<file path="src/rtl/mintz80_mmu_pkg.sv">
// Shared constants for the MintZ80 paged MMU: register map, lock keys,
// page-entry bit positions and the lock-state encoding.
package mintz80_mmu_pkg;

  localparam logic [3:0] OFF_CLKDIV = 4'h0;
  localparam logic [3:0] OFF_BEEP   = 4'h1;
  localparam logic [3:0] OFF_LOCK   = 4'h2;
  localparam logic [3:0] OFF_STATUS = 4'h3;
  localparam logic [3:0] OFF_PAGE   = 4'h8;

  localparam logic [7:0] LOCK_VAL   = 8'h00;
  localparam logic [7:0] KEY_FIRST  = 8'hA5;
  localparam logic [7:0] KEY_SECOND = 8'h5A;

  localparam int unsigned ENT_WP  = 7;
  localparam int unsigned ENT_ROM = 6;

  typedef enum logic [1:0] {
    UNLOCKED = 2'd0,
    LOCKED   = 2'd1,
    KEY1     = 2'd2
  } lock_state_t;

endpackage

</file>
<file path="src/rtl/mintz80_mmu_paged_strobe_sync.sv">
// 2-FF synchroniser for an active-low Z80 strobe with a one-clk pulse on assertion.
module mmu_strobe_sync (
  input  logic clk,
  input  logic reset,
  input  logic strobe_n,
  output logic pulse
);

  logic [2:0] sync;

  // Resetting to "asserted" means a strobe held across reset release yields no pulse.
  always_ff @(posedge clk or negedge reset) begin
    if (!reset) sync <= 3'b111;
    else        sync <= {sync[1:0], ~strobe_n};
  end

  assign pulse = sync[1] & ~sync[2];

endmodule

</file>
<file path="src/rtl/mintz80_mmu_paged.sv">
// MintZ80 second-generation MMU: IO-mapped page table with write protect,
// lock sequence, sticky fault flag, CPU clock divider and beeper.
module mintz80_mmu_paged
  import mintz80_mmu_pkg::*;
#(
  parameter logic [7:0]  IO_BASE  = 8'hD0,
  parameter int unsigned PAGES    = 8,
  parameter int unsigned BANK_W   = 5,
  parameter int unsigned DIV_W    = 4,
  parameter int unsigned BEEP_PRE = 6,
  localparam int unsigned PIDX    = $clog2(PAGES)
) (
  input  logic              clk,
  input  logic              reset,
  input  logic              iorq_n,
  input  logic              mreq_n,
  input  logic              rd_n,
  input  logic              wr_n,
  input  logic [7:0]        a_lo,
  input  logic [PIDX-1:0]   a_hi,
  input  logic [7:0]        data_in,
  output logic [7:0]        data_out,
  output logic              data_oe,
  output logic [BANK_W-1:0] mem_bank,
  output logic              rom_cs_n,
  output logic              ram_cs_n,
  output logic              wp_fault,
  output logic              sysclk,
  output logic              beep
);

  localparam logic [7:0]  ENT_MASK = 8'hC0 | 8'((1 << BANK_W) - 1);
  localparam int unsigned BCW      = 8 + BEEP_PRE;

  logic [7:0]       entry [PAGES];
  logic [DIV_W-1:0] clkdiv_reg, div_act, div_cnt;
  logic [7:0]       beep_period;
  logic [BCW-1:0]   beep_cnt, beep_lim;
  logic             fault;
  lock_state_t      lock_state;

  logic io_wr_pulse, io_rd_pulse, mem_wr_pulse;
  logic hit, pg_ok, rd_valid;
  logic [3:0] offset;
  logic [PIDX-1:0] pg_idx;
  logic [7:0] rd_data;
  logic wr_hit, wr_beep;

  mmu_strobe_sync u_io_wr  (.clk(clk), .reset(reset), .strobe_n(iorq_n | wr_n),  .pulse(io_wr_pulse));
  mmu_strobe_sync u_io_rd  (.clk(clk), .reset(reset), .strobe_n(iorq_n | rd_n),  .pulse(io_rd_pulse));
  mmu_strobe_sync u_mem_wr (.clk(clk), .reset(reset), .strobe_n(mreq_n | wr_n),  .pulse(mem_wr_pulse));

  assign hit     = (a_lo[7:4] == IO_BASE[7:4]);
  assign offset  = a_lo[3:0];
  assign pg_ok   = (offset >= OFF_PAGE) && (32'(offset - OFF_PAGE) < PAGES);
  assign pg_idx  = PIDX'(offset - OFF_PAGE);
  assign wr_hit  = io_wr_pulse & hit;
  assign wr_beep = wr_hit && (offset == OFF_BEEP);

  // Combinational register read mux; offset 0x2 is write-only.
  always_comb begin
    rd_data  = 8'h00;
    rd_valid = 1'b0;
    if (offset == OFF_CLKDIV) begin
      rd_data  = 8'(clkdiv_reg);
      rd_valid = 1'b1;
    end else if (offset == OFF_BEEP) begin
      rd_data  = beep_period;
      rd_valid = 1'b1;
    end else if (offset == OFF_STATUS) begin
      rd_data  = {6'b0, fault, lock_state != UNLOCKED};
      rd_valid = 1'b1;
    end else if (pg_ok) begin
      rd_data  = entry[pg_idx];
      rd_valid = 1'b1;
    end
  end

  assign data_out = rd_data;
  assign data_oe  = !iorq_n && !rd_n && hit && rd_valid;

  assign mem_bank = BANK_W'(entry[a_hi]);
  assign rom_cs_n = mreq_n | ~entry[a_hi][ENT_ROM];
  assign ram_cs_n = mreq_n | entry[a_hi][ENT_ROM] | (entry[a_hi][ENT_WP] & ~wr_n);
  assign wp_fault = fault;

  // Register file, lock FSM and sticky fault flag.
  always_ff @(posedge clk or negedge reset) begin
    if (!reset) begin
      for (int i = 0; i < PAGES; i++)
        entry[i] <= (i == 0) ? 8'h40 : (8'(i) & ENT_MASK);
      clkdiv_reg  <= '0;
      beep_period <= 8'h00;
      lock_state  <= UNLOCKED;
      fault       <= 1'b0;
    end else begin
      if (wr_hit) begin
        if (offset == OFF_CLKDIV) clkdiv_reg  <= DIV_W'(data_in);
        if (offset == OFF_BEEP)   beep_period <= data_in;
        if (pg_ok && lock_state == UNLOCKED) entry[pg_idx] <= data_in & ENT_MASK;
        case (lock_state)
          UNLOCKED: if (offset == OFF_LOCK && data_in == LOCK_VAL)  lock_state <= LOCKED;
          LOCKED:   if (offset == OFF_LOCK && data_in == KEY_FIRST) lock_state <= KEY1;
          KEY1:     lock_state <= (offset == OFF_LOCK && data_in == KEY_SECOND) ? UNLOCKED : LOCKED;
          default:  lock_state <= LOCKED;
        endcase
      end
      // Set has priority over the status-read clear.
      if (mem_wr_pulse && entry[a_hi][ENT_WP] && !entry[a_hi][ENT_ROM])
        fault <= 1'b1;
      else if (io_rd_pulse && hit && offset == OFF_STATUS)
        fault <= 1'b0;
    end
  end

  // CPU clock divider; the divisor is only picked up at a wrap so phases never shorten.
  always_ff @(posedge clk or negedge reset) begin
    if (!reset) begin
      div_cnt <= '0;
      div_act <= '0;
      sysclk  <= 1'b0;
    end else if (div_cnt == div_act) begin
      div_cnt <= '0;
      div_act <= clkdiv_reg;
      sysclk  <= ~sysclk;
    end else begin
      div_cnt <= div_cnt + DIV_W'(1);
    end
  end

  assign beep_lim = {beep_period, {BEEP_PRE{1'b0}}} - BCW'(1);

  // Beeper: toggles every period * 2^BEEP_PRE clocks, silent when period is 0.
  always_ff @(posedge clk or negedge reset) begin
    if (!reset) begin
      beep_cnt <= '0;
      beep     <= 1'b0;
    end else if (wr_beep) begin
      beep_cnt <= '0;
      if (data_in == 8'h00) beep <= 1'b0;
    end else if (beep_period == 8'h00) begin
      beep_cnt <= '0;
      beep     <= 1'b0;
    end else if (beep_cnt == beep_lim) begin
      beep_cnt <= '0;
      beep     <= ~beep;
    end else begin
      beep_cnt <= beep_cnt + BCW'(1);
    end
  end

endmodule

</file>
<file path="config.mk">
export PLATFORM = sky130hd
export DESIGN_NAME = mintz80_mmu_paged
export DESIGN_NICKNAME = d
export VERILOG_FILES = /design/src/rtl/mintz80_mmu_pkg.sv /design/src/rtl/mintz80_mmu_paged_strobe_sync.sv /design/src/rtl/mintz80_mmu_paged.sv
export SDC_FILE = /design/constraint.sdc
export NUM_CORES = 1
export LEC_CHECK = 0
export BUFFER_PORTS_ARGS = -buffer_cell sky130_fd_sc_hd__buf_2
export CAP_MARGIN = 10
export CORE_ASPECT_RATIO = 0.5
export CORE_MARGIN = 5
export CORE_UTILIZATION = 37
export DETAILED_ROUTE_END_ITERATION = 8
export PLACE_DENSITY_LB_ADDON = 0.1
export SLEW_MARGIN = 20
export SYNTH_ARGS = -nofsm -noshare
export SYNTH_HDL_FRONTEND = slang
export SYNTH_HIERARCHICAL = 1
export SYNTH_SLANG_ARGS = --single-unit
</file>
<file path="constraint.sdc">
create_clock -name clk -period 3.9 [get_ports clk]
set_clock_uncertainty 0.15 [all_clocks]
set_input_delay 0.78 -clock clk [delete_from_list [all_inputs] [get_ports clk]]
set_output_delay 0.78 -clock clk [all_outputs]
set_load 0.005 [all_outputs]
</file>
==> impl_metrics.tcl <==
set metrics [dict create \
    status "finished, final reports clean" \
    cts_buffer_depth 2 \
    antenna_left 0 \
    rows 31 \
    track_usage 0.1612 \
    fin_cells 708 \
    initial_core_util 0.3827 \
    report.final.slew_viol_count 0 \
    rsz0062_at_grt "no" \
    wl_mm 13.71 \
    regMostFlops "entry" \
    setup_violations 0 \
    min_to "u_io_wr/sync[1]" \
    seqCellArea_sq_um 2630 \
    fin_util 0.4362 \
    design_area_sq_um 6395 \
    largest_reg_flops 56 \
    p_switching_uw 605.1 \
    core_area_sq_um 14660 \
    startpoint_type "primary input" \
    endpoint_kind "output port" \
    netlist_instances 465 \
    rr_worst_depth 9 \
    startpoint "a_lo[0]" \
    top_regs "entry (56), beep_cnt (14), beep_period (8)" \
    clockRootBuffer "clkbuf_16" \
    synth_edf_count 0 \
    dp_cells 692 \
    cap_viol_max_count 0 \
    synthDistinctLibCells 61 \
    vias 3666 \
    setup_slack_ps 484.5 \
    period_share 0.8758 \
    die_y_um 97.08 \
    grt_pass1_vias 3889 \
    dr.pass1.iters 5 \
    critPathMaxFanout 22 \
    seqPwrFrac 0.475 \
    reg2reg_slack_ps 1230 \
    gp_congestion 0.7657 \
    n_antenna_cell 0 \
    final_cell_mix "dfrtp_1, mux2_2, buf_2, nor2_1, dfstp_2" \
    placed_area_sq_um 6062 \
    yosysWarnings 6 \
    antenna_found_initial 0 \
    cts_made_buffers 9 \
    die_width_um 184.2 \
    clk-insertion-delay-late_ps 340 \
    combPwrFrac 0.123 \
    syn_area_per_cell_sq_um 12.07 \
    crit_required_ps 2970 \
    synthFlopType "dfrtp_1" \
    finalSetupTns_ps 0 \
    worst_pin_slew_ps 923.5 \
    power.total_mw 2.471 \
    io_pins 44 \
    final_layout_size_suffix_gt1_frac 0.4196 \
    cts_resized 0 \
    grt_pass1_wl_mm 22.42 \
    layout_commonest_cell "dfrtp_1" \
    cts_tree "yes" \
    finalHoldViolCount 0 \
    final_net_count 534 \
    period_needed_ps 3415 \
    hold_depth 0 \
    dieArea_sq_um 17880 \
    multi_input_area_sq_um 2819 \
    reg2reg_to "beep_cnt[2]" \
    n_fill_cell 1388 \
    internal_power_mw 1.866 \
    power.share.clock 0.402 \
    pwr_density_cell_nw_per_um2 386.4 \
    syn_nets 494 \
    cts.sink_count 104 \
    viasPerCell 5.178 \
    dp_hpwl_mm 9.730 \
    hold_buffers 0 \
    crit_arrival_ps 2490 \
    p_leak_nw 2.932 \
    postCtsSetupRepairBufs 0 \
    min_from "u_io_wr/sync[0]" \
    grt_max_degree 57 \
    wl_per_cell_um 19.36 \
    port_buffers 43 \
    rr_startpoint "beep_period[0]" \
    drt_iter0_drc 228 \
    worst-setup-path-type "primary input to output port" \
    async_flop_share 1.000 \
    dp_slack_ps 459.0 \
    hold_ws_ps 206.5 \
    clkTransAtPathRegs_ps 70 \
    ir_drop_v 0.0002131 \
    drc 0 \
    syn_area_sq_um 5612 \
    yosysSeqAreaShare 0.4687 \
    hp-class "flop to flop" \
    syn_to_final_growth_pct 13.96 \
    max-slew-margin-rel 0.3792 \
    globalRouteOverflowTotal 0 \
    htreeDepth 3 \
    max_freq_ghz 0.2928 \
    ys_ff_latch 104 \
    p_sw_frac 0.2449 \
]
-- routing by layer --
metal,part of all wire,wire (um),track usage,vias to the layer above
li1,-,-,-,1759
met5,0,0,0,-
met2,0.44,6099,0.2427,68
met1,0.50,6814,0.2351,1829
met4,0.0098,134,0.03407,0
met3,0.048,658,0.04039,10
-- cells by family after synthesis --
| group | count (synthesis) | synth area share |
|---|---|---|
| and+or+nand+nor | 129 | 0.1309 |
| adders and majority gates | 4 | 0.008919 |
| xor gates and xnor gates | 29 | 0.04526 |
| buffers and inverters | 37 | 0.02898 |
| muxes | 110 | 0.2553 |
| AOI/OAI and AO/OA | 52 | 0.06199 |
| DFF | 104 | 0.4687 |
-- power groups by stage --
stage | sequential (mW) | clock (mW) | combinational, mW
2_1_floorplan | 1.18 | 0 | 0.207
5_1_grt | 1.18 | 1.06 | 0.343
3_3_place_gp | 1.19 | 0 | 0.307
3_5_place_dp | 1.19 | 0 | 0.311
6_report | 1.17 | 0.994 | 0.304
4_1_cts | 1.17 | 1.02 | 0.311
-- Yosys cell counts, drive strengths merged (11+ instances only) --
master / number / share of area
nor2b: 11 / 0.016
clkbuf: 16 / 0.011
o21ai: 14 / 0.012
mux4: 16 / 0.064
nand2: 22 / 0.015
mux2: 84 / 0.17
a21oi: 12 / 0.011
dfstp: 22 / 0.10
dfrtp: 82 / 0.37
xnor2: 11 / 0.017
xor2: 18 / 0.028
buf: 11 / 0.012
nor2: 39 / 0.028
-- final cells by class --
| type | count | share of cell area |
|---|---|---|
| Clock buffer | 12 | 0.04011 |
| Clock inverter | 4 | 0.01194 |
| Inverter | 10 | 0.005870 |
| Multi-Input combinational cell | 324 | 0.4408 |
| Sequential cell | 104 | 0.4113 |
| Tap cell | 198 | 0.03874 |
| Timing Repair Buffer | 56 | 0.05126 |
-- critical path, cell delays in order --
cell	delay [ps]
buf_2	420
buf_4	290
mux2_2	350
o22ai_1	120
a21oi_1	100
o211ai_1	110
a41oi_1	160
buf_2	150
-- worst max path at each step --
stage	to	slack, ps
floorplan	data_out[1]	750
global placement	data_out[0]	520
detailed placement	data_out[0]	460
CTS	data_out[0]	470
global route	data_out[0]	350
finish	data_out[0]	480
Note: power is estimated with default switching activity, not from simulation.
